## config.mk

```make
export PLATFORM = sky130hd
export DESIGN_NAME = da_bitserial_mac
export DESIGN_NICKNAME = d
export VERILOG_FILES = /design/src/rtl/da_pkg.sv /design/src/rtl/da_group_sum.sv /design/src/rtl/da_bitserial_mac.sv
export SDC_FILE = /design/constraint.sdc
export NUM_CORES = 1
export LEC_CHECK = 0
export CORE_UTILIZATION = 57
export DETAILED_ROUTE_END_ITERATION = 6
export PLACE_DENSITY = 0.82
export SYNTH_ARGS = -nofsm -noshare
export SYNTH_HDL_FRONTEND = slang
export SYNTH_HIERARCHICAL = 1
export SYNTH_SLANG_ARGS = --single-unit
```

## constraint.sdc

```tcl
create_clock -name clk -period 8.16 [get_ports clk]
set_clock_uncertainty 0.15 [all_clocks]
set_input_delay 2.448 -clock clk [delete_from_list [all_inputs] [get_ports clk]]
set_output_delay 2.448 -clock clk [all_outputs]
set_load 0.03 [all_outputs]
```

## src/rtl/da_pkg.sv

```systemverilog
// Shared FSM state type, default widths and accumulator-width derivation
// for the bit-serial distributed-arithmetic MAC.
package da_pkg;

  typedef enum logic [1:0] {
    ST_IDLE,
    ST_RUN,
    ST_DRAIN,
    ST_DONE
  } da_state_e;

  localparam int unsigned DA_DEF_DATA_WIDTH_A = 8;
  localparam int unsigned DA_DEF_DATA_WIDTH_B = 8;
  localparam int unsigned DA_DEF_K            = 8;
  localparam int unsigned DA_DEF_G            = 4;

  function automatic int unsigned da_acc_width(input int unsigned wa,
                                               input int unsigned wb,
                                               input int unsigned k);
    return wa + wb + $clog2(k);
  endfunction

endpackage

```

## src/rtl/da_group_sum.sv

```systemverilog
// Group adder: sums the signed weights whose address (activation) bit is set.
module da_group_sum import da_pkg::*; #(
  parameter  int unsigned G            = DA_DEF_G,
  parameter  int unsigned DATA_WIDTH_B = DA_DEF_DATA_WIDTH_B,
  localparam int unsigned SUM_WIDTH    = DATA_WIDTH_B + $clog2(G)
) (
  input  logic [G-1:0][DATA_WIDTH_B-1:0] w_i,
  input  logic [G-1:0]                   sel_i,
  output logic signed [SUM_WIDTH-1:0]    sum_o
);

  always_comb begin
    sum_o = '0;
    for (int unsigned i = 0; i < G; i++) begin
      if (sel_i[i]) begin
        sum_o = sum_o + SUM_WIDTH'(signed'(w_i[i]));
      end
    end
  end

endmodule

```

## src/rtl/da_bitserial_mac.sv

```systemverilog
// Bit-serial distributed-arithmetic dot product y = sum W[k]*A[k].
// Optional output clamping is enabled by defining DA_BITSERIAL_MAC_SAT_EN.
module da_bitserial_mac import da_pkg::*; #(
  parameter int unsigned DATA_WIDTH_A = DA_DEF_DATA_WIDTH_A,
  parameter int unsigned DATA_WIDTH_B = DA_DEF_DATA_WIDTH_B,
  parameter int unsigned K            = DA_DEF_K,
  parameter int unsigned G            = DA_DEF_G,
  parameter int unsigned ACC_WIDTH    = da_acc_width(DATA_WIDTH_A, DATA_WIDTH_B, K),
  parameter int unsigned OUT_WIDTH    = ACC_WIDTH
) (
  input  logic                           clk,
  input  logic                           rst,
  input  logic                           w_valid,
  output logic                           w_ready,
  input  logic [K-1:0][DATA_WIDTH_B-1:0] w_data,
  input  logic                           a_valid,
  output logic                           a_ready,
  input  logic [K-1:0][DATA_WIDTH_A-1:0] a_data,
  output logic                           y_valid,
  input  logic                           y_ready,
  output logic signed [OUT_WIDTH-1:0]    y_data,
  output logic                           y_sat,
  output logic                           busy
);

  localparam int unsigned NGRP     = K / G;
  localparam int unsigned GSUM_W   = DATA_WIDTH_B + $clog2(G);
  localparam int unsigned P_WIDTH  = DATA_WIDTH_B + $clog2(K);
  localparam int unsigned BIT_W    = (DATA_WIDTH_A > 1) ? $clog2(DATA_WIDTH_A) : 1;
  localparam logic [BIT_W-1:0] LAST_BIT = BIT_W'(DATA_WIDTH_A - 1);

  if (K % G != 0) begin : g_chk_k
    $error("da_bitserial_mac: K must be a multiple of G");
  end
  if (!(G == 2 || G == 4 || G == 8)) begin : g_chk_g
    $error("da_bitserial_mac: G must be 2, 4 or 8");
  end
  if (OUT_WIDTH > ACC_WIDTH || ACC_WIDTH < P_WIDTH) begin : g_chk_w
    $error("da_bitserial_mac: inconsistent OUT_WIDTH/ACC_WIDTH");
  end

  da_state_e                       state_q;
  logic [K-1:0][DATA_WIDTH_B-1:0]  w_q;
  logic [K-1:0][DATA_WIDTH_A-1:0]  a_q;
  logic [BIT_W-1:0]                bit_q;
  logic [BIT_W-1:0]                pbit_q;
  logic                            p_vld_q;
  logic signed [P_WIDTH-1:0]       p_q;
  logic signed [P_WIDTH-1:0]       p_d;
  logic signed [ACC_WIDTH-1:0]     acc_q;
  logic signed [ACC_WIDTH-1:0]     acc_d;
  logic signed [ACC_WIDTH-1:0]     term;
  logic                            y_valid_q;
  logic signed [OUT_WIDTH-1:0]     y_data_q;
  logic                            y_sat_q;
  logic signed [OUT_WIDTH-1:0]     y_narrow;
  logic                            sat_d;
  logic [K-1:0]                    a_bits;
  logic signed [GSUM_W-1:0]        gsum [NGRP];

  always_comb begin
    a_bits = '0;
    for (int unsigned k = 0; k < K; k++) begin
      a_bits[k] = a_q[k][bit_q];
    end
  end

  for (genvar g = 0; g < NGRP; g++) begin : g_grp
    da_group_sum #(
      .G            (G),
      .DATA_WIDTH_B (DATA_WIDTH_B)
    ) u_group_sum (
      .w_i   (w_q[g*G +: G]),
      .sel_i (a_bits[g*G +: G]),
      .sum_o (gsum[g])
    );
  end

  always_comb begin
    p_d = '0;
    for (int unsigned g = 0; g < NGRP; g++) begin
      p_d = p_d + P_WIDTH'(gsum[g]);
    end
  end

  // The partial registered for the sign bit carries negative weight.
  always_comb begin
    term  = ACC_WIDTH'(p_q) << pbit_q;
    acc_d = acc_q;
    if (p_vld_q) begin
      acc_d = (pbit_q == LAST_BIT) ? acc_q - term : acc_q + term;
    end
  end

`ifdef DA_BITSERIAL_MAC_SAT_EN
  localparam logic signed [ACC_WIDTH-1:0] SAT_MAX =
    {{(ACC_WIDTH-OUT_WIDTH+1){1'b0}}, {(OUT_WIDTH-1){1'b1}}};
  localparam logic signed [ACC_WIDTH-1:0] SAT_MIN = ~SAT_MAX;

  always_comb begin
    y_narrow = acc_d[OUT_WIDTH-1:0];
    sat_d    = 1'b0;
    if (acc_d > SAT_MAX) begin
      y_narrow = {1'b0, {(OUT_WIDTH-1){1'b1}}};
      sat_d    = 1'b1;
    end else if (acc_d < SAT_MIN) begin
      y_narrow = {1'b1, {(OUT_WIDTH-1){1'b0}}};
      sat_d    = 1'b1;
    end
  end
`else
  always_comb begin
    y_narrow = acc_d[OUT_WIDTH-1:0];
    sat_d    = 1'b0;
  end
`endif

  always_ff @(posedge clk or negedge rst) begin
    if (!rst) begin
      state_q   <= ST_IDLE;
      w_q       <= '0;
      a_q       <= '0;
      bit_q     <= '0;
      pbit_q    <= '0;
      p_vld_q   <= 1'b0;
      p_q       <= '0;
      acc_q     <= '0;
      y_valid_q <= 1'b0;
      y_data_q  <= '0;
      y_sat_q   <= 1'b0;
    end else begin
      p_q     <= p_d;
      pbit_q  <= bit_q;
      p_vld_q <= (state_q == ST_RUN);
      acc_q   <= acc_d;
      case (state_q)
        ST_IDLE: begin
          if (w_valid) begin
            w_q <= w_data;
          end else if (a_valid) begin
            a_q     <= a_data;
            bit_q   <= '0;
            acc_q   <= '0;
            state_q <= ST_RUN;
          end
        end
        ST_RUN: begin
          bit_q <= bit_q + BIT_W'(1);
          if (bit_q == LAST_BIT) begin
            state_q <= ST_DRAIN;
          end
        end
        // Result is taken from the final accumulate so y appears with DONE.
        ST_DRAIN: begin
          y_valid_q <= 1'b1;
          y_data_q  <= y_narrow;
          y_sat_q   <= sat_d;
          state_q   <= ST_DONE;
        end
        ST_DONE: begin
          if (y_ready) begin
            y_valid_q <= 1'b0;
            state_q   <= ST_IDLE;
          end
        end
        default: state_q <= ST_IDLE;
      endcase
    end
  end

  assign w_ready = (state_q == ST_IDLE);
  assign a_ready = (state_q == ST_IDLE) && !w_valid;
  assign busy    = (state_q != ST_IDLE);
  assign y_valid = y_valid_q;
  assign y_data  = y_data_q;
  assign y_sat   = y_sat_q;

endmodule

```

**Yosys cells after proc, flatten, opt, wreduce, memory -nomap -nowiden**

Index checks and enable logic that the tools add are counted.
Widths: inputs -> output; s select.

- Input bits: 133
- Flip-flop bits (word level): 187
- Output and inout bits: 24

- Add/sub/neg operators: 10
- Multiplexer cells: 39
- $lt $le $gt $ge: 1
- Eq/ne operators: 9
- Bitwise gates (word level): 1
- Shift operators: 1
- Reduce and logical (&&, ||, !) cells: 11

Operator list:

| operator | count |
|---|---|
| $mux 19 | 5 |
| $mux 10 | 8 |
| $add 10x8->10 | 6 |
| $bmux 1 s3 | 8 |
| $add 19x19->19 | 1 |
| $shl 19x3->19 | 1 |
| $sub 19x19->19 | 1 |
| $add 10x10->11 | 1 |
| $mux 1 | 9 |
| $mux 2 | 4 |
| $pmux 2 s4 | 1 |
| $eq 3x3->1 const B | 2 |
| $mux 3 | 2 |
| $pmux 3 s2 | 1 |
| $reduce_and 3->1 | 2 |
| $reduce_bool 2->1 | 3 |
| $eq 2x2->1 const B | 2 |
| $lt 3x4->1 const B | 1 |
| $ne 2x1->1 const B | 2 |
| $ne 2x2->1 const B | 2 |
| $reduce_and 2->1 | 2 |
| $reduce_and 4->1 | 1 |
| $add 3x1->3 const B | 1 |
| $eq 2x1->1 const B | 1 |
| 5 further kinds | 5 |

**Logic depth before layout (Yosys ltp)**

- Word-level depth: 10
- Mapped depth: 31
- Mapped depth without buffers: 29

**Hierarchy**

Netlist, hierarchy kept.

Modules (own cells, without submodules):

| module | area each (sq um) | cells an instance | times used |
|---|---|---|---|
| da_bitserial_mac | 9771.9 | 968 | 1 |
| da_group_sum at g_grp[0].u_group_sum | 1452.6 | 187 | 1 |
| da_group_sum at g_grp[1].u_group_sum | 1432.6 | 189 | 1 |

**Least setup slack after synthesis**

No wires, ideal clock.

- Path type: flip-flop to flip-flop
- Start point: register bit_q[0]
- End point: register p_q[10]
- Path slack: 1.287 ns
- Path buffers: 2
- Arrival time: 6.603 ns
- Setup time: 0.120 ns
- Data required time: 7.890 ns
- Cell stages (with the launch flop): 31
- Cell sequence: dfrtp_1 clkbuf_1 buf_1 mux4_2 mux2_2 and2_1 ha_1 inv_1 fa_1 nor2b_1 o311ai_1 nand2_1 xnor2_1 a21oi_1 ha_1 o211ai_1 o21ai_0 xor2_1 mux2_4 ha_1 nand2_1 o21ai_0 xnor2_1 nand2_1 o21a_1 ha_1 a21boi_0 o21a_1 nor2_1 nand2b_1 a31o_2

RTL lines:

| element | line | source |
|---|---|---|
| start: declaration | da_bitserial_mac.sv:45 | `logic [BIT_W-1:0] bit_q;` |
| start signal: assignment | da_bitserial_mac.sv:148 | `bit_q <= bit_q + BIT_W'(1);` |
| end signal: assignment | da_bitserial_mac.sv:132 | `p_q <= p_d;` |
| end: declaration | da_bitserial_mac.sv:48 | `logic signed [P_WIDTH-1:0] p_q;` |

==> impl_results.md <==
- Syn Std Cell Area: 0.0127 mm^2
- Critical Path AT: 7140 ps
- Layout area overhead: 18.5%
- CP Launch Type: register
- Status: completed
- RR Endpoint: p_q[10]
- Die area: 0.0228 mm^2
- Rows: 54
- Slowest cell on the critical path: mux4_2
- Number of max-slew violations in the final report: 0
- Area leader, netlist: dfrtp_1
- Synth async-reset ratio: 100%
- Aggregate global routing overflow: 0
- R2r startpoint: bit_q[0]
- Hold path depth: 2
- Slowest stage delay, CP: 540 ps
- First-pass GRT wire length: 48300 um
- Setup slack, reg-to-reg: roughly 1200 ps
- Clock Path Buffers: 2
- Worst setup EP type: register
- Number of synthesized register bits: 187
- DR pass1 iterations: 5
- Hold Path Class: register to register
- Setup TNS: 0 ps
- Final min period: around 7000 ps
- RSZ-0062 raised after global routing: no
- Hold-fix buffers at CTS: 0
- Post-CTS Setup Repair Bufs: 0
- Setup violations, final: 0
- Synth top area share: 37.0%
- Sequential fraction of the synthesis area: 37.0%
- DR WL/cell: 16.5 um
- DRT iter0 DRCs: 565
- Vias in the first global route: 10200
- Post-DP HPWL: between 20000 and 25000 um
- Critical path's top delay family: compound AO/OA/AOI/OAI gates
- Core area: 0.0218 mm^2
- IO Port Bufs: 155
- Layout cell share with drive strength beyond 1: a little over an eighth
- Slew margin rel.: 24.0%
- CP required: 8340 ps
- Syn nets: 1570
- Via density: 5.81
- Clock slew at reported path FFs: 70 ps
- Worst-skew pair later-pin latency: around 450 ps
- Synth cell types: 85
- Worst reg2reg path depth: 29
- Crit Path Max Fanout: 16
- H-tree depth: 4
- Actual slew at the worst max-slew pin: 1140 ps
- Max Clk Rate: 0.144 GHz
- Top cells by area, synth: dfrtp_1 (37%), mux2_2 (9.2%), ha_1 (8.4%)
- Max Cap Viol: 0
- GRT Total Usage: about 27%
- Fin. Hold Viols: 0
- Cts repair resizes: 0
- Hold wc startpoint: a_q[9]
- Clk sinks: 187
- CP most frequent cell: ha_1
- Worst Hold Path EP: a_q[9]
- Buf+Inv Stages, Crit Path: 2
- Number of enable flip-flop cells after synthesis: 0
- Routability cong.: between 0.9 and 1
- Chip width: 151 um
- Top_reg_cell synth: dfrtp_1
- Io pins: 157
- Root Buffer: clkbuf_16
- Syn Area/Cell: 9.42 um^2
- Crit path kind: register to register
- CTS Buf Count: 17
- Via count: 10200
- Ys Warns: 6
- Die Y: 151 um
- Diodes inserted: 0
- Post-route DRC violation count: 0
- Initial antenna violation count: 1
- Number of routed nets with antenna violations: 0
- Total Wirelength: 29100 um
- Period Utilization, post-route: 85.3%
- Largest net degree at the start of global routing: 119
- Initial Util: 58.0%
- NumNets Final: about 1700
- CTS tree: done
- Cells after synthesis: ~1300
Yosys cell counts (3+ instances only):
cell	n
nand2_1	259
buf_6	3
o31a_1	3
ha_1	85
nor2_1	94
o22ai_1	3
inv_1	55
a211oi_1	15
nand2b_1	13
mux2_1	3
a21oi_1	77
o21a_1	15
mux2i_1	32
and2_1	14
a31oi_1	14
nand3b_1	6
o21ai_0	44
o31ai_1	6
o211ai_1	10
buf_1	7
a31o_2	7
mux2_2	103
nor4_1	3
a21boi_0	7
nand3_1	7
clkbuf_1	46
xor2_1	21
o21ai_1	13
a21o_1	17
dfrtp_1	187
a22o_1	3
fa_1	8
nor2b_1	18
and3_1	5
o21bai_1	4
nor3_1	10
mux4_2	16
xnor2_1	41
or2_2	5
or3_1	8
how the worst max path moves through the flow:
| stage | startpoint | end | cells after the start |
|---|---|---|---|
| 4_1_cts | bit_q[0] | p_q[10] | 29 |
| 3_3_place_gp | bit_q[0] | p_q[10] | 29 |
| 5_1_grt | bit_q[0] | p_q[10] | 26 |
| 6_report | bit_q[0] | p_q[10] | 29 |
| 2_1_floorplan | bit_q[0] | p_q[10] | 30 |
| 3_5_place_dp | bit_q[0] | p_q[10] | 29 |
sequential cells by signal, summed over array words and instances (netlist names):
| register | cells |
|---|---|
| p_vld_q | 1 |
| acc_q | 19 |
| bit_q | 3 |
| y_data | 19 |
| y_valid | 1 |
| w_q | 64 |
| state_q | 2 |
| pbit_q | 3 |
| a_q | 64 |
| p_q | 11 |
layout by cell type (no fill, tap or decap), drive strengths merged, types with 5 or more instances in the layout:
cell and count:
or3 8, nand2b 13, mux2 108, clkdlybuf4s50 154
a31oi 14, or2 5, clkbuf 18, ha 85
inv 64, nor2b 19, dfrtp 187, nand3b 6
xor2 21, mux4 16, o31ai 6, o21ai 58
clkinv 6, o211ai 10, nand2 260, nor2 94
mux2i 32, xnor2 42, nand3 7, a211oi 16
a21boi 8, fa 8, a31o 9, a21oi 77
a21o 17, and2 14, and3 5, buf 9
nor3 10, o21a 15
metal layers:
layer	vias up	track usage (%)	share of wire, %
li1	4973	-	-
met1	4954	33.9	44
met2	256	46.8	50
met3	48	4.01	3.8
met4	0	9.40	2.3
met5	-	0	0
cell type report:
class,instances,area [um^2]
clock inverter,15,189
multi-input combinational,1041,7520
clock buffer,17,425
tap,280,350
inverter,57,214
sequential,187,4680
fill,1657,6820
timing repair buffer,164,1620
worst reg2reg max path: cells and delay by family, from the launching register on:
family | cells | cell delay (ps)
flops | 1 | 420
fa+ha+maj | 5 | 1440
xor+xnor | 3 | 500
buf+inv | 2 | 420
simple gates | 7 | 700
compound gates | 9 | 2020
mux | 3 | 1200
through the flow:
stage / worst slack, ps / cell area [um^2] / util, % / hold slack [ps] / std cells
2_1_floorplan: 1290 / 12700 / - / 226 / 1344
3_3_place_gp: 1500 / 14400 / 65.9 / 304 / 1729
3_5_place_dp: 1320 / 14400 / 65.9 / 308 / 1729
4_1_cts: 1280 / 15000 / 68.7 / 326 / 1761
5_1_grt: 760 / 15000 / 68.7 / 343 / 1761
6_report: 1200 / 15000 / 68.7 / 321 / 1761
logic make-up (layout without fill, tap and decap cells):
family,Yosys count,after routing,synth area share (%)
buffers and inverters,116,253,3.67
other,1,1,0.0296
adders and majority gates,93,93,9.67
muxes,156,156,15.0
and+or+nand+nor,455,455,15.8
DFF,187,187,37.0
AOI/OAI and AO/OA,272,272,14.3
xor gates and xnor gates,64,64,4.60
Power is left out: the tool's default activity adds up to more than one toggle a clock period on the data nets, which glitch-free logic cannot reach.
